==> config.mk <==
export PLATFORM = sky130hd
export DESIGN_NAME = tt3_sweep_capture
export DESIGN_NICKNAME = d
export VERILOG_FILES = /design/src/rtl/tt3_sweep_capture.sv
export SDC_FILE = /design/constraint.sdc
export NUM_CORES = 1
export LEC_CHECK = 0
export CORE_MARGIN = 4
export CORE_UTILIZATION = 42
export DETAILED_ROUTE_END_ITERATION = 10
export PLACE_DENSITY = 0.65
export SLEW_MARGIN = 20
export SYNTH_ARGS = -nofsm -noshare
export SYNTH_HDL_FRONTEND = slang
export SYNTH_SLANG_ARGS = --single-unit
==> constraint.sdc <==
create_clock -name clk -period 3.8 [get_ports clk]
set_clock_uncertainty 0.2 [all_clocks]
set_input_delay 0.38 -clock clk [delete_from_list [all_inputs] [get_ports clk]]
set_output_delay 0.38 -clock clk [all_outputs]
set_load 0.01 [all_outputs]
==> src/rtl/tt3_sweep_capture.sv <==
// Purpose : exhaustively drives {in1,in2,in3} through 000..111, holds each
//           combination SETTLE cycles, samples the block output and builds an
//           8-row truth table, then checks it against EXPECTED.
// Latency : done pulses 8*SETTLE cycles after the start edge; results are
//           registered.
// Backpressure: none; start is taken only in IDLE (no queuing), abort cancels.
// Ports:
//   clk, rst          - clock (rising edge), async active-high reset
//   start, abort      - begin a sweep (IDLE only) / cancel a sweep in progress
//   sample_in         - output of the logic block being swept
//   in1, in2, in3     - registered drive combination (in1 = MSB)
//   busy, done        - sweep in progress / one-cycle completion pulse
//   table_out         - captured table, bit k = sample for combination k
//   match, mismatch   - comparison with EXPECTED, valid from done onward
module tt3_sweep_capture #(
  parameter int unsigned SETTLE   = 4,
  parameter logic [7:0]  EXPECTED = 8'hC4
) (
  input  logic       clk,
  input  logic       rst,
  input  logic       start,
  input  logic       abort,
  input  logic       sample_in,
  output logic       in1,
  output logic       in2,
  output logic       in3,
  output logic       busy,
  output logic       done,
  output logic [7:0] table_out,
  output logic       match,
  output logic [7:0] mismatch
);

  typedef enum logic [1:0] {IDLE, SWEEP, DONE} state_t;

  localparam logic [7:0] RELOAD = 8'(SETTLE - 1);

  state_t     state;
  logic [2:0] combo;
  logic [7:0] settle_cnt;
  logic [7:0] final_table;

  // Table including the capture happening on this edge, so match/mismatch
  // can be registered together with the last row.
  always_comb begin
    final_table        = table_out;
    final_table[combo] = sample_in;
  end

  always_ff @(posedge clk or posedge rst) begin
    if (rst) begin
      state      <= IDLE;
      combo      <= 3'd0;
      settle_cnt <= 8'd0;
      in1        <= 1'b0;
      in2        <= 1'b0;
      in3        <= 1'b0;
      busy       <= 1'b0;
      done       <= 1'b0;
      table_out  <= 8'd0;
      match      <= 1'b0;
      mismatch   <= 8'd0;
    end else begin
      case (state)
        IDLE: begin
          if (start && !abort) begin
            state          <= SWEEP;
            combo          <= 3'd0;
            {in1, in2, in3} <= 3'd0;
            settle_cnt     <= RELOAD;
            table_out      <= 8'd0;
            match          <= 1'b0;
            mismatch       <= 8'd0;
            busy           <= 1'b1;
          end
        end

        SWEEP: begin
          if (abort) begin
            // Abort wins over a capture on the same edge; partial rows stay.
            state           <= IDLE;
            combo           <= 3'd0;
            {in1, in2, in3} <= 3'd0;
            busy            <= 1'b0;
            match           <= 1'b0;
            mismatch        <= 8'd0;
          end else if (settle_cnt != 8'd0) begin
            settle_cnt <= settle_cnt - 8'd1;
          end else begin
            table_out <= final_table;
            if (combo != 3'd7) begin
              combo           <= combo + 3'd1;
              {in1, in2, in3} <= combo + 3'd1;
              settle_cnt      <= RELOAD;
            end else begin
              state           <= DONE;
              combo           <= 3'd0;
              {in1, in2, in3} <= 3'd0;
              busy            <= 1'b0;
              done            <= 1'b1;
              match           <= (final_table == EXPECTED);
              mismatch        <= final_table ^ EXPECTED;
            end
          end
        end

        DONE: begin
          // Single-cycle state; start is deliberately not looked at here.
          state <= IDLE;
          done  <= 1'b0;
        end

        default: begin
          state <= IDLE;
          done  <= 1'b0;
          busy  <= 1'b0;
        end
      endcase
    end
  end

endmodule

# Word-level counts from Yosys, hierarchy flattened
# Index checks and enable logic that the tools add are counted.
# Widths: inputs -> output; s select.
# totals
reg_bits,35
wordCells,94
inputBits,5
mem_count,0
mem_bits_rw,0
out_inout_bits,22
romBits,0
latch_bits,0
# op_classes
n_reduce_logical,13
div,0
n_eq_ne,11
n_bitwise,3
shift,0
add_sub_neg,2
mul,0
n_lt_le_gt_ge,2
mux,52
# op_table
cell,count
$mux 8,10
$pmux 8 s2,3
$mux 1,21
$reduce_and 4->1,5
$mux 3,4
$ne 3x3->1 const B,4
$pmux 1 s2,5
$bwmux 8,1
$eq 8x8->1 const B,1
$mux 2,4
$ne 2x2->1 const B,4
$reduce_bool 8->1,1
$sub 8x1->8 const B,1
$pmux 3 s2,1
$reduce_and 3->1,2
$lt 3x4->1 const B,1
$pmux 2 s2,1
$add 3x1->3 const B,1
$demux 1 s3,1
$ge 3x1->1 const B,1
$not 3->3,1
$pmux 1 s3,1
$eq 2x1->1 const B,1
$eq 2x2->1 const B,1
other kinds (5),7

# Longest topological paths before layout
# Gate-level depths: netlist of run 1.
# depth
depth_word,10
ltp_mapped,9
mapped_depth_nobuf,7

# Worst setup path before layout of run 1
# No wires, ideal clock.
# synth_path
path_type,reg-to-reg
startpoint,register settle_cnt[0]
endpoint,register in2
stages_incl_launch_ff,8
period_less_slack_ns,2.023
required_ns,3.475
path_buffers,0
setup_time_ns,0.125
arrival_time_ns,1.698
setup_slack_ns,1.777
path_cell_list,dfrtp_1 inv_1 ha_1 nor4b_4 a21oi_2 nand2b_1 a21oi_2 mux2_2
# synth_between
elab_chain_len,3
# synth_lines
item,line,rtl
from (decl),40,logic [7:0] settle_cnt;
from (signal assigned),88,settle_cnt <= settle_cnt - 8'd1;
$reduce_bool 8->1,87,end else if (settle_cnt != 8'd0) begin
$ne 3x3->1 (no line),--,
$reduce_and 3->1 (no line),--,
to (signal assigned),93,"{in1, in2, in3} <= combo + 3'd1;"
to (decl),25,"output logic in2,"
# No other way between the ends.
# A chain may end at the register's enable or synchronous reset.

==> results.md, run 1 <==
- The element type at the critical path end is a register.
- By area the synthesized netlist is led by dfrtp_1 47%, o31ai_1 6.2%, nand2_1 6.0%, mux2i_1 5.3%, o21ai_0 4.1%.
- The worst pin sits at a relative slew slack of 0.616.
- The number of gates resized after CTS was 0.
- The minimum setup slack among reg-to-reg paths is ~1.5 ns.
- The count of final hold-check violations is 0.
- The data required time of the worst path is 3.79 ns.
- The share of total power dissipated in combinational logic is 0.248.
- The routed length per placed instance is 15.7 µm.
- The first-pass GRT wire length is roughly 6700 µm.
- The flow ran to the end, and the final reports show no timing, DRC or antenna violations.
- Yosys mapped the design onto 34 distinct sky130hd cell types.
- In the final layout, the multi-input gates occupy 811 µm².
- The area of the mapped netlist is about 1700 µm².
- Among all flip-flop cells after synthesis, the most frequent one is dfrtp_1.
- During synthesis, Yosys emitted a total of 0 warnings.
- The initial standard-cell utilization of the core is 0.449.
- In the routed design, unresolved DRC markers number 0.
- The clock transition time at the flip-flop clock pins of the worst setup and hold paths is around 0.07 ns.
- The post-route core utilization is 0.546.
- Setup violations remaining at the end of the flow were counted as 0.
- The largest total area in the synthesized netlist belongs to dfrtp_1.
- In the final layout, flip-flops and latches occupy roughly 800 µm².
- The max-slew violation count came to 0.
- After synthesis the netlist holds a flip-flop and latch count of 32.
- After floorplanning, the core was sized to cover approximately 3800 µm².
- For this design, the CTS-stage hold fixing added 0 buffers.
- The switching power of the nets is approximately 0.31 mW.
- The TritonCTS clock tree is done.
- Of the total synthesized cell area, the portion taken by XOR and XNOR cells is 0.
- Counting the buffers created by CTS gives 5.
- Ranked by instance count, the synthesized netlist is headed by 32 x dfrtp_1, 27 x nand2_1, 14 x o21ai_0, 14 x o31ai_1, 10 x nor2_1.
- Entering global routing, the biggest net connects 22 pins.
- After detailed routing, the number of vias per cell comes to roughly 5.5.
- In this run the core area contains 22 standard-cell rows.
- The logic depth of the worst register-to-register path is 5.
- The actual transition at the worst max-transition pin is slightly below 0.6 ns.
- The global-route congestion overflow total is 0.
- In the final timing run, aggregate negative setup slack is 0 ns.
- IR analysis of the VDD net gives a maximum drop of about 0.28 mV.
- The multiplexer area fraction after synthesis is 0.0732.
- Of the total synthesized cell area, the portion taken by AND, OR, NAND and NOR gates is 0.199.
- The portion of the clock cycle consumed by the worst path in the final layout is 0.617.
- Of the total power, registers draw 0.457.
- The total power density per cell area is around 450 nW/µm².
- For this run, the top clock speed supported by timing is about 430 MHz.
- The clock root buffer is clkbuf_8.
- The type of the tightest min-delay check is in -> async.
- During I/O placement, the number of pins put on the boundary was 27.
- The total of fill cells in the finished design is about 350.
- For this block, the initial DRC count from the detailed router was ~110.
- The number of clock sinks is 32.
- The number of cells produced by synthesis is between 150 and 200.
- The initial antenna violation count is 0.
- The internal portion of the total power is around 0.62 mW.
- The fraction of layout cells with a size suffix above 1 is 0.0842.
- STA classifies the critical path startpoint as a register.
- The antenna diode count is 0.
- Of the post-synthesis cell area, the dominant cell type holds 0.473.
- The worst register-to-register path ends at mismatch[4].
- The HPWL after detailed placement is ~2800 µm.
- The total wirelength of the detailed-routed design is approximately 3900 µm.
- The adder-cell share of the synthesized area is 0.0296.
- The number of nets in the layout is 210.
- Of all flip-flops after synthesis, the portion carrying an async set or reset was 1.00.
- A synthesized cell averages around 9.6 µm².
- The arrival time at the worst endpoint is about 2.3 ns.
- Post-CTS timing repair inserted 0 buffers for setup.
- Setup repair after global routing left no endpoint under its margin.
- The area of the die is just over 5000 µm².
- In this run the worst path has a maximum fanout of 19.
- Of the total power, the share spent switching nets is 0.333.
- The critical path is of the reg -> reg type.
- Synthesis produced a netlist with a net count of around 190.
- The reported leakage power is 0.889 nW.
- The global-route total usage across every layer is 0.168.
- The tool flagged a number of max-cap violations equal to 0.
- Compared with the post-synthesis result, the final layout area differs by 21.6%.
- Counting along the longest clock path gives a buffer depth of 2.
- The compound-cell area share of the yosys netlist is 0.177.
- The share of total power in the clock network is 0.295.
- In this run the critical register-to-register path is launched from in3.
- The combinational family with the most area after synthesis is simple AND/OR/NAND/NOR gates.
- The overall power consumption is between 0.9 and 1 mW.
- The via count is around 1400.
- The shortest period the worst path allows is 2.34 ns.
- In this run the horizontal extent of the chip is ~71 µm.
- At the later pin of the worst-skew pair, clock insertion delay measures 0.29 ns.
- Among all cell types in the netlist, the one instantiated most often is dfrtp_1.
- The sequential share of the synthesized area is 0.473.
- From bottom edge to top edge, the die measures between 70 and 80 µm.
- The via count of the first global-routing pass is 1361.
- Once detail routing completed, the nets flagged for antenna violations numbered 0.
- The first detailed-routing pass took 5 iterations.
- The number of flops mapped to enable cells by yosys is 0.
- The level count of the clock H-tree is 2.
- The placer congestion estimate is around 0.86.
- In this run the tool buffered the top-level ports with 26 buffer cells.
## registers in the layout, summed over array words and instances (netlist names)
signal and flops:
done 1, in1 1, busy 1, in3 1, mismatch 8, state 2, match 1, settle_cnt 8
table_out 8, in2 1
## layout by cell type, fill, tap and decap left out, drive strengths merged
cell and n:
nand2b 4, dfrtp 32, nand3 4, mux2 3, o21ai 19, buf 1
clkinv 2, nor4b 1, a221o 1, or3 1, o21a 1, clkdlybuf4s50 26
inv 7, clkbuf 6, nor3 5, nand2 28, nor2b 2, mux2i 9
o31ai 14, nor3b 5, o22ai 1, a21oi 7, nand3b 2, and4 1
ha 4, nor2 10, and3 1, nand4 1, a21o 2, a32o 1
o32ai 1
## power groups by stage
stage	logic (mW)	clock network (mW)	registers, mW
after floorplan	0.169	0	0.422
after global placement	0.225	0	0.429
after detailed placement	0.231	0	0.431
after CTS	0.232	0.283	0.425
after global routing	0.260	0.295	0.433
final	0.232	0.275	0.426
## metrics by stage
stage,std cells,hold slack (ns),setup WS (ns),area (µm²)
after detailed placement,242,0.270,1.41,1970
final,250,0.202,1.46,2060
after global placement,242,0.261,1.53,1970
after CTS,250,0.215,1.45,2060
after global routing,250,0.243,1.22,2060
after floorplan,177,0.296,1.78,1690
## cell families (layout without fill, tap and decap cells)
logic type,after synthesis,in the layout
mux,12,12
fa+ha+maj,4,4
buf+inv,17,42
compound gates,47,47
simple gates,65,65
flops,32,32
## layout make-up
cell class / instances / share of cell area
clock buffers: 6 / 0.0401
clock inverters: 2 / 0.00486
inverters: 7 / 0.0128
multi-input cells: 128 / 0.394
flip-flops and latches: 32 / 0.389
well taps: 48 / 0.0292
repair buffers: 27 / 0.130
## per-layer routing
layer,share of wire,global-route usage
met1,0.47,0.236
met2,0.45,0.242
met3,0.057,0.0477
met4,0.014,0.0689
met5,0,0
## worst max-delay path by stage
stage,slack (ns),cells past startpoint,start,to
after floorplan,1.78,7,settle_cnt[0],in2
after global placement,1.53,5,start,mismatch[5]
after detailed placement,1.41,5,start,mismatch[0]
after CTS,1.45,5,in3,mismatch[4]
after global routing,1.22,5,in3,mismatch[4]
final,1.46,5,in3,mismatch[4]
## worst max-delay path, cell delays in order (launching register included)
cell and delay [ns]:
dfrtp_1 0.56, ha_1 0.23, ha_1 0.23, o21ai_0 0.11, a221o_1 0.59, o31ai_1 0.32
No activity file was read; power rests on OpenSTA's default activity.
==> run 2: changes to the inputs <==
--- a/config.mk
+++ b/config.mk
@@ -8,7 +8,7 @@
 export CORE_MARGIN = 4
 export CORE_UTILIZATION = 42
 export DETAILED_ROUTE_END_ITERATION = 10
-export PLACE_DENSITY = 0.65
+export PLACE_DENSITY = 0.68
 export SLEW_MARGIN = 20
 export SYNTH_ARGS = -nofsm -noshare
 export SYNTH_HDL_FRONTEND = slang
==> constraint.sdc (replaced) <==
create_clock -name clk -period 2.1 [get_ports clk]
set_clock_uncertainty 0.2 [all_clocks]
set_input_delay 0.21 -clock clk [delete_from_list [all_inputs] [get_ports clk]]
set_output_delay 0.21 -clock clk [all_outputs]
set_load 0.01 [all_outputs]
==> results.md, run 2 (synthesis results as in run 1) <==
- The most common library cell in the layout ignoring fill and taps is dfrtp_1 (unchanged).
- The placer congestion estimate is 0.950 (was 0.865).
- The data required time of the worst path is 2.06 ns (was 3.79 ns).
- The via count was 1477 (was 1383).
- The detailed router's first-iteration violation count came to 53 (was 114).
- The count of antenna-violating nets left after detailed routing is 0 (unchanged).
- The signed area change from the synthesized netlist to the final layout is 36.1% (was 21.6%).
- The type of the worst setup path is reg -> reg (unchanged).
- The area used by multi-input combinational logic was 878 µm² (was 811 µm²).
- The number of rows in the core area is 22 (unchanged).
- The max-slew violation count is 0 (unchanged).
- The maximum frequency from static timing analysis is 499 MHz (was 427 MHz).
- The biggest cell delay along the critical path is 0.42 ns (was 0.59 ns).
- The portion of the clock cycle consumed by the worst path in the final layout was 0.955 (was 0.617).
- The number of nets in the layout was 230 (was 210).
- The cell with the biggest individual delay on the critical path is a221o_2 (was a221o_1).
- The count of final hold-check violations is 0 (unchanged).
- The initial standard-cell utilization of the core is 0.449 (unchanged).
- The flip-flop and latch area is 803 µm² (was 801 µm²).
- The global-route congestion overflow total is 0 (unchanged).
- The global-route total usage across every layer was 0.169 (was 0.168).
- The end of the worst register-to-register path was mismatch[5] (was mismatch[4]).
- The minimum setup slack among reg-to-reg paths is 0.09 ns (was 1.46 ns).
- The number of hold-repair buffers added at the cts stage is 0 (unchanged).
- The start of the worst register-to-register path was settle_cnt[1] (was in3).
- Worst-path cell chain: inv_2 > ha_4 > nor4b_4 > a21oi_2 > buf_4 > a221o_2 > nand2_1 > o31ai_1 (was ha_1 > ha_1 > o21ai_0 > a221o_1 > o31ai_1).
- The logic depth of the worst register-to-register path is 8 (was 5).
- The total of max-cap violations is 0 (unchanged).
- The total of fill cells in the finished design is 312 (was 351).
- The total power density per cell area was 866 nW/µm² (was 453 nW/µm²).
- The number of port buffers was 26 (unchanged).
- The routed length per placed instance is 15.6 µm (was 15.7 µm).
- The first-pass GRT wire length was 6780 µm (was 6690 µm).
- The final setup TNS is 0 ns (unchanged).
- Most frequent cells in the layout: 30 x dfrtp_1, 27 x nand2_1, 26 x clkdlybuf4s50_1 (was 32 x dfrtp_1, 27 x nand2_1, 26 x clkdlybuf4s50_1).
- The family with the most delay on the worst path is compound AO/OA/AOI/OAI gates (unchanged).
- The TritonCTS clock tree is done (unchanged).
- The sum of buffers and inverters on the critical path is 2 (was 0).
- The clock transition time at the flip-flop clock pins of the worst setup and hold paths is 0.07 ns (about the same).
- The number of optimization iterations in the first detailed-route pass is 4 (was 5).
- The final count of negative-setup-slack endpoints was 0 (unchanged).
- The critical path launch point is settle_cnt[1] (was in3).
- The arrival time at the worst endpoint is 1.97 ns (was 2.34 ns).
- The initial antenna violation count is 0 (unchanged).
- The biggest fanout along the worst timing path was 9 (was 19).
- The area of the die came to 5110 µm² (unchanged).
- Biggest regs: mismatch (8), settle_cnt (8), table_out (8) (unchanged).
- The number of clock sinks is 32 (unchanged).
- The reported leakage power is 1.00 nW (was 0.889 nW).
- The x dimension of the die is 71.5 µm (unchanged).
- The actual transition at the worst max-transition pin is 0.448 ns (was 0.577 ns).
- The maximum VDD drop is 0.504 mV (was 0.282 mV).
- The type of the tightest min-delay check is in -> async (unchanged).
- The level count of the clock H-tree is 2 (unchanged).
- RSZ-0062 raised after global routing: no (unchanged).
- The number of buffers created by CTS is 5 (unchanged).
- The pin count of the biggest net entering global routing was 33 (was 22).
- The I/O pin count is 27 (unchanged).
- The later-pin clock latency in the skew report was 0.29 ns (about the same).
- The per-cell via count in the routed design is 5.47 (was 5.53).
- The core box area came to 3770 µm² (unchanged).
- The via count of the first global-routing pass is 1415 (was 1361).
- The element type at the critical path end is a register (unchanged).
- The post-route core utilization is 0.611 (was 0.546).
- The clock tree buffer depth came to 2 (unchanged).
- The fraction of layout cells with a size suffix above 1 is 0.216 (was 0.0842).
- The relative max-transition margin is 0.698 (was 0.616).
- The shortest period the worst path allows is 2.01 ns (was 2.34 ns).
- The total wirelength of the detailed-routed design is 4220 µm (was 3940 µm).
- The clock root buffer is clkbuf_8 (unchanged).
- The estimated wirelength of the detail-placed design is 2970 µm (was 2830 µm).
- The antenna diode count is 0 (unchanged).
- The kind of launch point of the worst setup path is a register (unchanged).
- Outcome: finished clean (unchanged).
- The remaining routing DRC violations is 0 (unchanged).
- The floorplan die height was 71.5 µm (unchanged).
[run 2: cell count changes in the layout (fill, tap and decap cells not counted), sizes merged]
cell and delta:
clkinv -2, bufinv +1, clkbuf +1, buf +19, a221o +1
[run 2: worst reg2reg max path, stage by stage, from the launching register on]
cell,delay (ns)
dfrtp_1,0.40
inv_2,0.10
ha_4,0.12
nor4b_4,0.21
a21oi_2,0.11
buf_4,0.15
a221o_2,0.43
nand2_1,0.10
o31ai_1,0.06
[run 2: per-stage QoR]
stage	setup WS [ns]	instances	power (mW)	hold slack, ns	area [µm²]
finish	0.0943	270	2.00	0.107	2300
global route	0.0201	270	2.10	0.178	2300
CTS	0.0271	267	1.93	0.121	2230
detailed placement	-0.0966	258	1.27	0.269	2090
global placement	0.00424	258	1.25	0.263	2090
floorplan	0.0771	177	1.07	0.126	1690
[run 2: report_power, final]
part	internal (mW)	switching, mW
sequential	0.683	0.0726
combinational	0.283	0.308
clock	0.419	0.232
total	1.38	0.612
[run 2: metal layers]
metal | vias to the layer above | track usage | wire length [µm]
met5 | - | 0 | 0
met4 | 0 | 0.0752 | 119
met3 | 13 | 0.0435 | 149
met2 | 28 | 0.265 | 2040
met1 | 718 | 0.220 | 1910
li1 | 718 | - | -
[run 2: repair_timing]
action / 4_1_cts / 5_1_grt
gates cloned: 1 / 0
resized for setup: 4 / 14
buffers inserted: 0 / 3
pin swaps: 2 / 7
endpoints found under the setup margin: 9 / 27
endpoints found under the hold margin: 0 / 0
[run 2: final cells by class]
| type | count | area share |
|---|---|---|
| Clock buffer | 7 | 0.0418 |
| Clock inverter | 1 | 0.0130 |
| Timing Repair Buffer | 46 | 0.178 |
| Multi-Input combinational cell | 129 | 0.381 |
| Sequential cell | 32 | 0.349 |
| Inverter | 7 | 0.0114 |
| Tap cell | 48 | 0.0261 |
[run 2: how the worst max path moves through the flow]
stage                       end  slack [ns]  cells after the start
finish              mismatch[5]        0.09                      8
global route        mismatch[3]        0.02                      6
global placement    mismatch[3]       0.004                      6
detailed placement  mismatch[4]        -0.1                      4
floorplan                   in2        0.08                      7
CTS                         in3        0.03                      7
==> run 3: changes to the inputs <==
--- a/config.mk
+++ b/config.mk
@@ -5,10 +5,9 @@
 export SDC_FILE = /design/constraint.sdc
 export NUM_CORES = 1
 export LEC_CHECK = 0
-export CORE_MARGIN = 4
 export CORE_UTILIZATION = 42
 export DETAILED_ROUTE_END_ITERATION = 10
-export PLACE_DENSITY = 0.68
+export PLACE_DENSITY = 0.67
 export SLEW_MARGIN = 20
 export SYNTH_ARGS = -nofsm -noshare
 export SYNTH_HDL_FRONTEND = slang
==> results.md, run 3 (synthesis results as in run 1) <==
- The element type at the critical path end is a register (unchanged).
- The remaining routing DRC violations is 0 (unchanged).
- The count of antenna-violating nets left after detailed routing is 0 (unchanged).
- Worst-path cell chain: inv_1 > ha_1 > nor4b_4 > a21oi_2 > buf_4 > a221o_2 > nand2_1 > o31ai_1 (was inv_2 > ha_4 > nor4b_4 > a21oi_2 > buf_4 > a221o_2 > nand2_1 > o31ai_1).
- The internal power is 1.38 mW (about the same).
- The later-pin clock latency in the skew report is 0.28 ns (was 0.29 ns).
- The number of optimization iterations in the first detailed-route pass is 4 (unchanged).
- Most frequent cells in the layout: 32 x dfrtp_1, 27 x nand2_1, 26 x clkdlybuf4s50_1 (was 30 x dfrtp_1, 27 x nand2_1, 26 x clkdlybuf4s50_1).
- The arrival time at the worst endpoint is 2.01 ns (was 1.97 ns).
- The type of the worst setup path is reg -> reg (unchanged).
- The via count of the first global-routing pass was 1476 (was 1415).
- The floorplan die height is 65.5 µm (was 71.5 µm).
- The fraction of layout cells with a size suffix above 1 was 0.198 (was 0.216).
- The TritonCTS clock tree was done (unchanged).
- The number of nets in the layout came to 235 (was 230).
- The number of buffers created by CTS is 5 (unchanged).
- The total of max-cap violations came to 0 (unchanged).
- The switching power of the nets is 0.592 mW (was 0.612 mW).
- The count of final hold-check violations is 0 (unchanged).
- The maximum frequency from static timing analysis was 488 MHz (was 499 MHz).
- The per-cell via count in the routed design is 5.44 (was 5.47).
- The post-route core utilization is 0.612 (was 0.611).
- The shortest period the worst path allows is 2.05 ns (was 2.01 ns).
- The global-route total usage across every layer is 0.217 (was 0.169).
- Outcome: finished clean (unchanged).
- The biggest cell delay along the critical path is 0.42 ns (about the same).
- The estimated wirelength of the detail-placed design is 2910 µm (was 2970 µm).
- The combinational group share of total power came to 0.290 (was 0.296).
- The reported leakage power was 1.02 nW (was 1.00 nW).
- The share of total power in the clock network is 0.331 (was 0.326).
- The minimum setup slack among reg-to-reg paths was 0.05 ns (was 0.09 ns).
- The cell with the biggest individual delay on the critical path is a221o_2 (unchanged).
- The initial antenna violation count came to 0 (unchanged).
- The first-pass GRT wire length is 6870 µm (was 6780 µm).
- The initial standard-cell utilization of the core is 0.449 (unchanged).
- RSZ-0062 raised after global routing: yes (was no).
- The relative max-transition margin is 0.729 (was 0.698).
- The global-route congestion overflow total was 0 (unchanged).
- The kind of launch point of the worst setup path is a register (unchanged).
- The total power density per cell area came to 853 nW/µm² (was 866 nW/µm²).
- The max-slew violation count came to 0 (unchanged).
- The start of the worst register-to-register path was settle_cnt[0] (was settle_cnt[1]).
- The share of total power consumed by net switching was 0.301 (was 0.307).
- The final count of negative-setup-slack endpoints is 0 (unchanged).
- The placer congestion estimate came to 0.822 (was 0.950).
- The sum of buffers and inverters on the critical path is 2 (unchanged).
- The critical path depth came to 8 (unchanged).
- The x dimension of the die was 65.5 µm (was 71.5 µm).
- The biggest fanout along the worst timing path is 9 (unchanged).
- The actual transition at the worst max-transition pin is 0.407 ns (was 0.448 ns).
- The detailed router's first-iteration violation count is 91 (was 53).
- The level count of the clock H-tree is 2 (unchanged).
- The most common library cell in the layout ignoring fill and taps is dfrtp_1 (unchanged).
- The critical path launch point was settle_cnt[0] (was settle_cnt[1]).
- The number of clock sinks is 32 (unchanged).
- Biggest regs: mismatch (8), settle_cnt (8), table_out (8) (unchanged).
- The overall power consumption is 1.97 mW (was 2.00 mW).
- The core box area is 3770 µm² (unchanged).
- The post-placement worst setup slack came to -0.0312 ns (was -0.0966 ns).
- The end of the worst register-to-register path is mismatch[0] (was mismatch[5]).
- The register share of total power was 0.379 (was 0.378).
- The end point of the critical path is mismatch[0] (was mismatch[5]).
- The flip-flop and latch area is 801 µm² (was 803 µm²).
- The number of port buffers is 26 (unchanged).
- The routed length per placed instance is 15.1 µm (was 15.6 µm).
- The portion of the clock cycle consumed by the worst path in the final layout is 0.975 (was 0.955).
- The type of the tightest min-delay check is in -> async (unchanged).
- The area of the die was 4290 µm² (was 5110 µm²).
- The maximum VDD drop was 0.399 mV (was 0.504 mV).
- The area used by multi-input combinational logic is 847 µm² (was 878 µm²).
- The number of rows in the core area is 22 (unchanged).
- The final worst-path setup slack is 0.0525 ns (was 0.0943 ns).
- The family with the most delay on the worst path is compound AO/OA/AOI/OAI gates (unchanged).
- The logic depth of the worst register-to-register path was 8 (unchanged).
- The I/O pin count is 27 (unchanged).
- The data required time of the worst path came to 2.06 ns (about the same).
- The pin count of the biggest net entering global routing is 33 (unchanged).
- The clock transition time at the flip-flop clock pins of the worst setup and hold paths was 0.07 ns (about the same).
- The total wirelength of the detailed-routed design is 4150 µm (was 4220 µm).
- The total of fill cells in the finished design came to 308 (was 312).
- The clock tree buffer depth is 2 (unchanged).
- The signed area change from the synthesized netlist to the final layout came to 36.4% (was 36.1%).
- The clock root buffer was clkbuf_8 (unchanged).
- The antenna diode count came to 0 (unchanged).
- The via count is 1496 (was 1477).
- The final setup TNS is 0 ns (unchanged).
-- run 3: cell count changes in the layout (fill, tap and decap cells not counted), sizes merged --
cell  change
buf       +5
-- run 3: cell type report --
class | count | area share
Clock buffer | 7 | 0.0417
Clock inverter | 1 | 0.0130
Timing Repair Buffer | 51 | 0.194
Inverter | 7 | 0.0114
Tap cell | 48 | 0.0260
Sequential cell | 32 | 0.347
Multi-Input combinational cell | 129 | 0.367
-- run 3: worst register-to-register path, delay by kind of cell (launching register included) --
kind / cells / cell delay (ns)
AO/OA/AOI/OAI: 3 / 0.59
buffers and inverters: 2 / 0.24
adder cells (fa/ha/maj): 1 / 0.16
AND/OR/NAND/NOR: 2 / 0.35
flip-flops: 1 / 0.40
-- run 3: what timing repair did --
item,4_1_cts,5_1_grt
pin swaps,0,4
setup buffers,0,1
hold buffers,0,0
setup endpoints to repair,7,15
gates resized for setup,2,6
cloned,0,1
-- run 3: per-layer routing --
metal / GRT usage / up-vias / routed length [µm]
li1: - / 729 / -
met1: 0.249 / 729 / 1810
met2: 0.387 / 36 / 2170
met3: 0.0590 / 2 / 157
met4: 0.0707 / 0 / 14
met5: 0 / - / 0
-- run 3: worst min-delay path by stage --
| stage | startpoint | to | slack [ns] | depth (start not counted) |
|---|---|---|---|---|
| global placement | mismatch[1] | mismatch[1] | 0.26 | 2 |
| global route | rst | state[0] | 0.16 | 3 |
| CTS | rst | settle_cnt[1] | 0.13 | 3 |
| floorplan | rst | busy | 0.13 | 1 |
| finish | rst | settle_cnt[1] | 0.12 | 3 |
| detailed placement | mismatch[4] | mismatch[4] | 0.27 | 2 |
-- run 3: stage by stage --
stage | instances | instance area [µm²] | hold slack (ns)
CTS | 273 | 2270 | 0.128
global placement | 265 | 2140 | 0.262
finish | 275 | 2310 | 0.120
global route | 275 | 2310 | 0.161
detailed placement | 265 | 2140 | 0.271
floorplan | 177 | 1690 | 0.126
-- run 3: power by group through the flow --
| stage | Sequential, mW | Clock, mW | Combinational (mW) |
|---|---|---|---|
| final | 0.746 | 0.652 | 0.571 |
| after global routing | 0.753 | 0.697 | 0.627 |
| after CTS | 0.743 | 0.668 | 0.548 |
| after floorplan | 0.763 | 0 | 0.306 |
| after global placement | 0.751 | 0 | 0.525 |
| after detailed placement | 0.755 | 0 | 0.541 |
